$ cat src/rtl/fc_pkg.sv
// fc_pkg: shared types, widths, lane helpers and requantization for the FC dot engine
package fc_pkg;
    typedef enum logic [1:0] {IDLE, RUN, DRAIN, DONE} state_t;
    localparam int ACT_W     = 8;
    localparam int PROD_W    = 16;
    localparam int SUM4_W    = 18;
    localparam int ACC_W     = 32;
    localparam int LANES     = 4;
    localparam int LANE0_MSB = 31;
    localparam logic signed [7:0] Q_MIN = -8'sd128;
    localparam logic signed [7:0] Q_MAX = 8'sd127;
    // Lane 0 sits in the top byte; lane i moves down one byte per index.
    function automatic logic signed [ACT_W-1:0] lane(input logic [31:0] w, input int i);
        return w[LANE0_MSB - ACT_W*i -: ACT_W];
    endfunction
    // Optional ReLU, arithmetic shift, then saturate to int8.
    function automatic logic signed [7:0] requant(input logic signed [ACC_W-1:0] acc,
                                                  input logic [4:0] shift, input logic relu);
        logic signed [ACC_W-1:0] q;
        q = (relu && acc < 0) ? '0 : acc;
        q = q >>> shift;
        return (q < Q_MIN) ? Q_MIN : (q > Q_MAX) ? Q_MAX : q[7:0];
    endfunction
endpackage

$ cat src/rtl/fc_dot_engine_dot4.sv
// dot4_s8: two-stage 4-lane signed int8 multiply and reduce
//   clk, reset (async active-low), valid_in, act/wgt (4 x int8, lane 0 = [31:24])
//   valid_out, sum18 (signed sum of the 4 lane products, two cycles after valid_in)
module dot4_s8
    import fc_pkg::*;
(
    input  logic                     clk,
    input  logic                     reset,
    input  logic                     valid_in,
    input  logic [31:0]              act,
    input  logic [31:0]              wgt,
    output logic                     valid_out,
    output logic signed [SUM4_W-1:0] sum18
);
    logic signed [PROD_W-1:0] prod [LANES];
    logic v1;
    always_ff @(posedge clk or negedge reset) begin
        if (!reset) begin
            v1        <= 1'b0;
            valid_out <= 1'b0;
            sum18     <= '0;
            for (int i = 0; i < LANES; i++) prod[i] <= '0;
        end else begin
            v1        <= valid_in;
            valid_out <= v1;
            for (int i = 0; i < LANES; i++) prod[i] <= PROD_W'(lane(act, i)) * PROD_W'(lane(wgt, i));
            sum18     <= SUM4_W'(prod[0]) + SUM4_W'(prod[1]) + SUM4_W'(prod[2]) + SUM4_W'(prod[3]);
        end
    end
endmodule

$ cat src/rtl/fc_dot_engine.sv
// fc_dot_engine: pipelined int8 dot product over len_words beats with requantized output
//   clk, reset (async active-low), start/len_words/shift/relu_en (config, sampled on start)
//   in_valid/in_ready/in_act/in_wgt (beat stream), res_valid/res_ready/res_acc/res_q (result), busy
module fc_dot_engine #(
    parameter int LEN_W = 15,
    parameter int ACC_W = 32
) (
    input  logic                    clk,
    input  logic                    reset,
    input  logic                    start,
    input  logic [LEN_W-1:0]        len_words,
    input  logic [4:0]              shift,
    input  logic                    relu_en,
    input  logic                    in_valid,
    input  logic [31:0]             in_act,
    input  logic [31:0]             in_wgt,
    output logic                    in_ready,
    output logic                    res_valid,
    input  logic                    res_ready,
    output logic signed [ACC_W-1:0] res_acc,
    output logic signed [7:0]       res_q,
    output logic                    busy
);
    import fc_pkg::*;
    state_t state, state_nx;
    logic [LEN_W-1:0] len, cnt;
    logic [4:0] shift_q;
    logic relu_q;
    logic [1:0] dcnt;
    logic signed [ACC_W-1:0] acc;
    logic pv;
    logic signed [SUM4_W-1:0] psum;
    logic hs, last;
    assign in_ready  = (state == RUN);
    assign res_valid = (state == DONE);
    assign busy      = (state != IDLE);
    assign hs        = in_valid && in_ready;
    assign last      = hs && (cnt + LEN_W'(1) == len);
    dot4_s8 u_dot4 (
        .clk       (clk),
        .reset     (reset),
        .valid_in  (hs),
        .act       (in_act),
        .wgt       (in_wgt),
        .valid_out (pv),
        .sum18     (psum)
    );
    // DRAIN lasts until the last beat has crossed both product stages and the accumulator.
    always_comb begin
        state_nx = state;
        case (state)
            IDLE:    state_nx = start ? ((len_words == '0) ? DONE : RUN) : IDLE;
            RUN:     state_nx = last ? DRAIN : RUN;
            DRAIN:   state_nx = (dcnt == 2'd2) ? DONE : DRAIN;
            default: state_nx = res_ready ? IDLE : DONE;
        endcase
    end
    always_ff @(posedge clk or negedge reset) begin
        if (!reset) begin
            state   <= IDLE;
            len     <= '0;
            cnt     <= '0;
            shift_q <= '0;
            relu_q  <= 1'b0;
            dcnt    <= '0;
            acc     <= '0;
            res_acc <= '0;
            res_q   <= '0;
        end else begin
            state <= state_nx;
            dcnt  <= (state == DRAIN) ? dcnt + 2'd1 : 2'd0;
            if (hs) cnt <= cnt + LEN_W'(1);
            if (pv) acc <= acc + ACC_W'(psum);
            if (state == IDLE && start) begin
                len     <= len_words;
                shift_q <= shift;
                relu_q  <= relu_en;
                cnt     <= '0;
                acc     <= '0;
                if (len_words == '0) begin
                    res_acc <= '0;
                    res_q   <= '0;
                end
            end
            if (state == DRAIN && dcnt == 2'd2) begin
                res_acc <= acc;
                res_q   <= requant(acc, shift_q, relu_q);
            end
        end
    end
endmodule

$ cat config.mk
export PLATFORM = sky130hd
export DESIGN_NAME = fc_dot_engine
export DESIGN_NICKNAME = d
export VERILOG_FILES = /design/src/rtl/fc_pkg.sv /design/src/rtl/fc_dot_engine_dot4.sv /design/src/rtl/fc_dot_engine.sv
export SDC_FILE = /design/constraint.sdc
export NUM_CORES = 1
export LEC_CHECK = 0
export BUFFER_PORTS_ARGS = -buffer_cell sky130_fd_sc_hd__buf_2
export CORE_MARGIN = 2
export CORE_UTILIZATION = 50
export CTS_CLUSTER_DIAMETER = 150
export DETAILED_ROUTE_END_ITERATION = 10
export GPL_TIMING_DRIVEN = 0
export PLACE_DENSITY_LB_ADDON = 0.25
export REMOVE_ABC_BUFFERS = 1
export SETUP_SLACK_MARGIN = 0.1
export SLEW_MARGIN = 10
export SYNTH_ARGS = -nofsm -noshare
export SYNTH_HDL_FRONTEND = slang
export SYNTH_SLANG_ARGS = --single-unit
$ cat constraint.sdc
create_clock -name clk -period 5.38 [get_ports clk]
set_clock_uncertainty 0.1 [all_clocks]
set_input_delay 0.269 -clock clk [delete_from_list [all_inputs] [get_ports clk]]
set_output_delay 0.269 -clock clk [all_outputs]
set_load 0.01 [all_outputs]
; ---- Word-level counts from Yosys, hierarchy flattened
; Cells that the tools add are included.
[totals]
register_bits = 196
in_bits = 90
word_cells = 68
[classes]
addsub = 6
mul = 4
magnitude_cmp = 3
n_eq_ne = 5
shift = 1
muxes = 20
reduce_logical = 13
[ops]
columns = operator, n
row1 = two-way mux 32 bit, 6
row2 = multiplier 8 x 8 -> 16 bit, 4
row3 = two-way mux 8 bit, 5
row4 = adder 32 x 18 -> 32 bit, 1
row5 = greater-than comparator 32 x 8 -> 1 bit (second input constant), 1
row6 = less-than comparator 32 x 1 -> 1 bit (second input constant), 1
row7 = less-than comparator 32 x 8 -> 1 bit (second input constant), 1
row8 = >>> shifter 32 x 5 -> 32 bit, 1
row9 = two-way mux 15 bit, 2
row10 = adder 17 x 16 -> 18 bit, 1
row11 = adder 18 x 16 -> 18 bit, 1
row12 = adder 16 x 16 -> 17 bit, 1
row13 = adder 15 x 1 -> 15 bit (second input constant), 1
row14 = == test 15 bit, 1
row15 = logical NOT 15 bit, 1
row16 = two-way mux 2 bit, 5
row17 = nonzero test 2 bit, 5
row18 = == test 2 bit (second input constant), 3
row19 = one-hot mux 2 bit (3 select lines), 1
row20 = logical AND 1 bit, 5
row21 = adder 2 x 1 -> 2 bit (second input constant), 1
row22 = == test 2 x 1 -> 1 bit (second input constant), 1
row23 = logical NOT 2 bit, 1
row24 = AND reduction 2 bit, 1
row25 = two-way mux 1 bit, 1

; ---- Logic depth before layout (Yosys ltp)
; Gate-level depths: netlist (run 1).
[logic_depth]
depth_word = 8
mapped_depth = 22

; ---- Modules after synthesis
; Synthesis (run 1) repeated with hierarchy kept, for this count alone.
[unflattened]
hier_cells = 2352
hier_area_um2 = 22292.6
[by_module_without_submodules]
columns = mod, instances, cells_each, area_per_inst_um2, seq_area_each_um2
row1 = dot4_s8, 1, 1349, 13628.1, 2102.0
row2 = fc_dot_engine, 1, 1003, 8664.6, 2802.7

; ---- Worst setup path after synthesis (run 1)
; OpenSTA, ideal clock, no wires.
[synth_timing]
kind = input to register
startpoint = input port in_act[19]
endpoint = register u_dot4.prod[46] (netlist name)
setup_time_ns = 0.080
arrival_ns = 4.160
required_ns = 5.200
slack_ns = 1.040
stages = 19
n_path_buf = 0
cell_sequence = and2_1 -> fa_1 -> inv_1 -> fa_1 -> inv_1 -> fa_1 -> inv_1 -> fa_1 -> inv_1 -> ha_1 -> o21ai_0 -> a21boi_0 -> o21ai_0 -> a21boi_0 -> o21ai_0 -> nand2b_1 -> a21o_1 -> a21oi_1 -> xnor2_1
[synth_between]
elab_chain_len = 1
[synth_rtl]
columns = item, line
row1 = from (decl), fc_dot_engine.sv:15  ; input logic [31:0] in_act,
row2 = multiplier 8 x 8 -> 16 bit, fc_dot_engine_dot4.sv:26  ; for (int i = 0; i < LANES; i++) prod[i] <= PROD_W'(lane(act, i)) * PROD_W'(lane(wgt, i));
row3 = to (decl), fc_dot_engine_dot4.sv:15  ; logic signed [PROD_W-1:0] prod [LANES];
; Every way passes these cells.
; A chain may end at the register's enable or synchronous reset.

; ---- Worst setup path after layout (run 1)
[layout_timing]
startpoint = register u_dot4.prod[17] (netlist name)
endpoint = register u_dot4.sum18[17]
[layout_between]
elab_chain_len = 2
[layout_rtl]
columns = item, line
row1 = adder 17 x 16 -> 18 bit, fc_dot_engine_dot4.sv:27  ; sum18 <= SUM4_W'(prod[0]) + SUM4_W'(prod[1]) + SUM4_W'(prod[2]) + SUM4_W'(prod[3]);
row2 = adder 18 x 16 -> 18 bit, fc_dot_engine_dot4.sv:27
row3 = to (signal assigned), fc_dot_engine_dot4.sv:27
row4 = to (decl), fc_dot_engine_dot4.sv:13  ; output logic signed [SUM4_W-1:0] sum18
; Every way passes these cells.

==> results of run 1 <==
[worst register-to-register path, delay by kind of cell (launching register included)]
family                     cells  cell delay, ns
xor gates and xnor gates       1            0.22
DFF                            1            0.43
and+or+nand+nor                3            0.59
AOI/OAI and AO/OA              6            1.59
buffers and inverters          1            0.07
adders and majority gates      4            1.41
[area by class of cell]
class	count	area, µm²
fill	3834	19100
multi-input combinational	1694	15100
sequential	196	4910
inverter	381	1430
timing repair buffer	160	1010
tap	585	732
clock buffer	19	443
clock inverter	13	159
antenna	2	5.00
[path summary, 6_finish.rpt]
| check | start | to | slack, ns | cells past startpoint |
|---|---|---|---|---|
| min in group asynchronous | reset | len[13]$_DFFE_PN0P_ | 0.27 | 2 |
| max in group asynchronous | reset | res_acc[22]$_DFFE_PN0P_ | 3.95 | 3 |
| min reg2reg | u_dot4.v1$_DFF_PN0_ | u_dot4.valid_out$_DFF_PN0_ | 0.26 | 0 |
| max reg2reg | u_dot4.prod[17]$_DFF_PN0_ | u_dot4.sum18[17]$_DFF_PN0_ | 0.84 | 15 |
| min | in_act[16] | u_dot4.prod[32]$_DFF_PN0_ | 0.03 | 2 |
| max | u_dot4.prod[17]$_DFF_PN0_ | u_dot4.sum18[17]$_DFF_PN0_ | 0.84 | 15 |
[per-layer routing]
layer	GRT usage	wire (µm)	part of all wire	vias up
met5	0	0	0	-
met3	0.0241	1410	0.030	68
met4	0.0789	1260	0.027	0
met1	0.284	20400	0.44	7984
met2	0.378	23200	0.50	304
li1	-	-	-	7708
[registers in the layout, indices dropped and copies added (netlist names)]
register and flops:
shift_q 5, u_dot4.sum18 18, cnt 15, u_dot4.v1 1, relu_q 1, res_acc 32
acc 32, dcnt 2, u_dot4.valid_out 1, u_dot4.prod 64, len 15, state 2
res_q 8
[stage by stage]
| step | setup slack, ns | hold WS, ns | instances | cell area, µm² |
|---|---|---|---|---|
| final | 0.836 | 0.0312 | 3050 | 23800 |
| after global routing | 0.420 | 0.0247 | 3050 | 23800 |
| after CTS | 0.757 | 0.0000253 | 3048 | 23800 |
| after detailed placement | 0.411 | 0.212 | 2993 | 22900 |
| after global placement | 0.491 | 0.237 | 2988 | 22800 |
| after floorplan | 1.04 | -0.127 | 2271 | 21400 |
[where the power goes]
part	leakage [nW]	internal, mW	switching [mW]
sequential	2.22	2.14	0.685
combinational	8.99	5.14	6.26
clock	0.290	0.675	0.627
[cell usage after synthesis, types with 3 or more instances]
cell type,number
inv_1,380
nand2_1,316
fa_1,254
dfrtp_1,196
and2_1,178
ha_1,166
nor2_1,115
o21ai_0,109
xnor2_1,101
a21oi_1,72
mux2i_1,44
clkbuf_1,37
nor2b_1,31
xor2_1,26
a21o_1,21
nand3_1,21
nor3_1,21
nand2b_1,20
mux4_2,14
o22ai_1,14
mux2_2,12
o211ai_1,12
mux4_1,11
a21boi_0,10
buf_2,10
o21ai_1,10
and3_1,9
o21a_1,9
a211oi_1,8
nand4_1,8
o21bai_1,7
o31ai_1,7
nor4_1,6
buf_1,5
a31oi_1,4
nor3b_1,4
or3_1,4
a211o_1,3
a221oi_1,3
nor4b_1,3
[kinds of logic after synthesis]
family          Yosys count  synth area share
compound gates          317            0.0917
xor+xnor                127            0.0513
fa+ha+maj               420             0.330
buf+inv                 438            0.0788
flops                   196             0.226
mux                      83            0.0560
simple gates            747             0.165
==> impl_metrics.json, run 1 <==
{
  "status": "completed",
  "vias": 16100,
  "fmax_ghz": 0.220,
  "yosysTopAreaCell": "fa_1",
  "leakage_nw": 11.5,
  "routabilityCongestion": 0.880,
  "fin_nets": 2960,
  "num_rows": 76,
  "grt_setup_unrepaired": "no",
  "areaGrowthSynthToFinish_pct": 9.62,
  "track_usage": 0.218,
  "cap_violations": 0,
  "synth_area_per_cell_um2": 9.31,
  "drcViolationCount": 0,
  "critPathBufInv": 1,
  "post-route-period-util": 0.845,
  "fin_tns_setup_ns": 0,
  "holdBufCountCts": 23,
  "synthDistinctLibCells": 77,
  "ys_seq_elements": 196,
  "drt_iter0_drc": 874,
  "crit_slowest_cell": "a2111oi_0",
  "ys_async_sr_fraction": 1.00,
  "hpwl_mm": 37.2,
  "crit_family": "compound AO/OA/AOI/OAI gates",
  "synth_cells": 2328,
  "die_height_um": 212,
  "ir_drop_mv": 0.601,
  "synthesis.area_um2": 21700,
  "utilization": 0.554,
  "mostFrequentLayoutCell": "inv_1",
  "antenna_found_initial": 2,
  "ant_nets": 0,
  "cts_tree": "yes",
  "critPathRequiredTime_ns": 5.61,
  "critPathCaptureType": "flop",
  "grt_pass1_vias": 16500,
  "wire_per_inst_um": 15.2,
  "io_pins": 133,
  "ys_seq_area_frac": 0.226,
  "final_max_slew_viol_count": 0,
  "cts_made_buffers": 17,
  "clkTransAtPathRegs_ns": 0.07,
  "cp.arrival_ns": 4.77,
  "synth_top_area_frac": 0.235,
  "cts_root_buffer": "clkbuf_16",
  "cp_cell_sequence": "fa_1 > fa_1 > ha_1 > inv_1 > fa_1 > nor2b_1 > o21ai_0 > a21boi_0 > o21ai_0 > a22oi_1 > a2111oi_0 > nor3_1 > or3_1 > a21oi_1 > xnor2_1",
  "vias_per_cell": 5.27,
  "clockBufferDepth": 2,
  "synth_edf_count": 0,
  "synth_ff_type": "dfrtp_1",
  "timing.final.hold_violations": 0,
  "insertion_delay_ns": 0.46,
  "startpoint_type": "flop",
  "drive_above_1_share": 0.0885,
  "crit_path_frequent_cell": "fa_1",
  "slew_headroom": 0.315,
  "post_cts_buffers": 0,
  "yosysWarnings": 0,
  "core_area_um2": 42900,
  "setup_viol": 0,
  "layout_common_cells": "380 x inv_1, 316 x nand2_1, 254 x fa_1, 192 x dfrtp_1, 177 x and2_1",
  "initial_utilization": 0.505,
  "crit_fanout": 3,
  "grt_max_degree": 110,
  "total_power_mw": 15.5,
  "grt_pass1_wl_mm": 79.4,
  "power_density_nw_per_um2": 653,
  "portBuffers": 132,
  "grt.overflow.total": 0,
  "die_area_um2": 45000,
  "die_w_um": 212,
  "wl_mm": 46.3,
  "htree_num_levels": 4,
  "cts_resized": 0,
  "cts.sink_count": 196,
  "min_period_ns": 4.54,
  "worst_path_largest_cell_delay_ns": 0.60,
  "hp-class": "in2reg",
  "tightest_slew_ns": 1.02,
  "timing_worst_setup_path_type": "reg2reg",
  "yosys-top-cells-area": "fa_1 23%, dfrtp_1 23%, ha_1 9.6%, inv_1 6.6%, nand2_1 5.5%",
  "drt-pass1-iter-count": 7
}
Power figures use the tool's default switching activity.
==> inputs of run 2 (changes only) <==
Clock period 5.38 ns to 4.37 ns, I/O delays scaled along.
==> run 2 against run 1 <==
Effect of this change:
- first-iteration DRC count rose by 13%
- worst setup slack got worse by 0.58 ns
- sequential power rose by 23%
- count of clock-buffer cells in the layout did not move
- critical path depth rose by 5
- critical path type is now in2reg
==> impl_metrics.json, run 2 (synthesis results as in run 1) <==
{
  "track_usage": 0.219,
  "insertion_delay_ns": 0.46,
  "wl_mm": 46.7,
  "met3_usage": 0.0241,
  "cp_cell_sequence": "clkbuf_4 > and2_4 > fa_1 > inv_1 > fa_1 > inv_1 > fa_1 > inv_1 > fa_1 > inv_1 > ha_4 > o21ai_2 > a21boi_1 > o21ai_1 > a21boi_0 > o21ai_1 > nand2b_1 > a21o_1 > a21oi_1 > xnor2_1",
  "cp.arrival_ns": 4.38,
  "leakage_nw": 11.6,
  "grt_setup_unrepaired": "yes",
  "critPathCaptureType": "flop",
  "portBuffers": 132,
  "dp_cells": 2993,
  "fin_tns_setup_ns": 0,
  "power_density_nw_per_um2": 830,
  "ir_drop_mv": 0.879,
  "nFillCells": 3796,
  "post-route-period-util": 0.943,
  "cts_tree": "yes",
  "num_rows": 76,
  "drcViolationCount": 0,
  "wire_per_inst_um": 15.2,
  "slew_headroom": 0.310,
  "cts.sink_count": 196,
  "critPathRequiredTime_ns": 4.63,
  "regMostFlops": "u_dot4.prod",
  "min_period_ns": 4.12,
  "grt_pass1_vias": 16500,
  "status": "completed",
  "grt_pass1_wl_mm": 79.6,
  "drt-pass1-iter-count": 5,
  "die_area_um2": 45000,
  "timing_worst_setup_path_type": "in2reg",
  "grt.overflow.total": 0,
  "core_area_um2": 42900,
  "clkTransAtPathRegs_ns": 0.08,
  "grt_max_degree": 110,
  "final_max_slew_viol_count": 0,
  "ant_nets": 0,
  "drt_iter0_drc": 991,
  "grtUsageMet2": 0.380,
  "hp-class": "in2reg",
  "cts_made_buffers": 17,
  "critPathBufInv": 5,
  "tightest_slew_ns": 1.03,
  "vias": 16200,
  "cap_violations": 0,
  "antenna_found_initial": 2,
  "crit_slowest_cell": "fa_1",
  "initial_utilization": 0.505,
  "routabilityCongestion": 0.880,
  "busiest_layer": "met2",
  "fmax_ghz": 0.243,
  "reg.largest.list": "u_dot4.prod x64, acc x32, res_acc x32",
  "fin_cells": 3066,
  "crit_family": "adder cells",
  "vias_per_cell": 5.27,
  "setup_viol": 0,
  "drive_above_1_share": 0.102,
  "clockBufferDepth": 2,
  "worst_path_largest_cell_delay_ns": 0.53,
  "timing.final.hold_violations": 0,
  "largest_register_ffs": 64,
  "htree_num_levels": 4,
  "cts_root_buffer": "clkbuf_16",
  "hpwl_mm": 37.2,
  "areaGrowthSynthToFinish_pct": 11.0,
  "die_w_um": 212,
  "io_pins": 133,
  "fin_nets": 2976,
  "mostFrequentLayoutCell": "inv_1",
  "use_met1": 0.285,
  "die_height_um": 212,
  "startpoint_type": "input port",
  "layout_common_cells": "380 x inv_1, 316 x nand2_1, 254 x fa_1, 192 x dfrtp_1, 176 x and2_1",
  "crit_fanout": 8
}
[run 2: cell types whose count changed in the layout (fill, tap and decap cells not counted), sizes merged]
cell | previous run | this run
buf | 137 | 143
clkinvlp | 1 | 3
dlygate4sd3 | 23 | 31
clkbuf | 19 | 20
clkinv | 5 | 4
[run 2: tightest hold or removal path, cell delays in order]
cell and delay, ns:
buf_2 0.10, nor2b_1 0.13, a211oi_1 0.06, a21oi_1 0.11
[run 2: report_power, final]
part	switching, mW	internal [mW]
registers	0.843	2.63
logic	8.09	6.81
clock network	0.775	0.831
total	9.71	10.3
[run 2: area by class of cell]
class	instances	area (µm²)	share of cell area
inverter	381	1430	0.0596
timing repair inverter	1	5.00	0.000208
antenna	2	5.00	0.000208
clock inverter	13	159	0.00660
timing repair buffer	175	1140	0.0475
tap	585	732	0.0304
sequential	196	4910	0.204
clock buffer	19	443	0.0184
multi-input combinational	1694	15200	0.633
[run 2: layer usage]
metal  part of all wire  up-vias
li1                   -     7740
met2               0.50      325
met3              0.032       71
met5                  0        -
met4              0.027        0
met1               0.44     8026
[run 2: path summary, 6_finish.rpt]
kind                            slack (ns)                      start  cells past startpoint                    endpoint
max in group asynchronous             3.00                      reset                      3         acc[21]$_DFFE_PN0P_
worst min register to register        0.26        u_dot4.v1$_DFF_PN0_                      0  u_dot4.valid_out$_DFF_PN0_
worst max register to register        0.34  u_dot4.prod[18]$_DFF_PN0_                     14  u_dot4.sum18[16]$_DFF_PN0_
worst min-delay path                  0.10                      start                      4          state[0]$_DFF_PN0_
min in group asynchronous             0.20                      reset                      2         len[14]$_DFFE_PN0P_
worst max-delay path                  0.25                 in_act[27]                     20   u_dot4.prod[62]$_DFF_PN0_
[run 2: stage by stage]
stage	hold WS (ns)	cell area [µm²]	setup slack, ns	util	total power, mW
after floorplan	-0.177	21400	0.0804	-	14.4
after global placement	0.237	22800	-0.519	0.531	17.1
after detailed placement	0.161	22900	-0.549	0.534	17.5
after CTS	0.0731	23900	0.0230	0.556	19.4
after global routing	0.121	24100	0.0179	0.561	22.1
final	0.103	24100	0.251	0.561	20.0
[run 2: repair_timing]
action,CTS,global route
resized for setup,13,48
pin swaps,6,30
cloned,0,1
setup endpoints to repair,7,19
buffers inserted,0,7
endpoints found under the hold margin,114,0
hold buffers,31,0
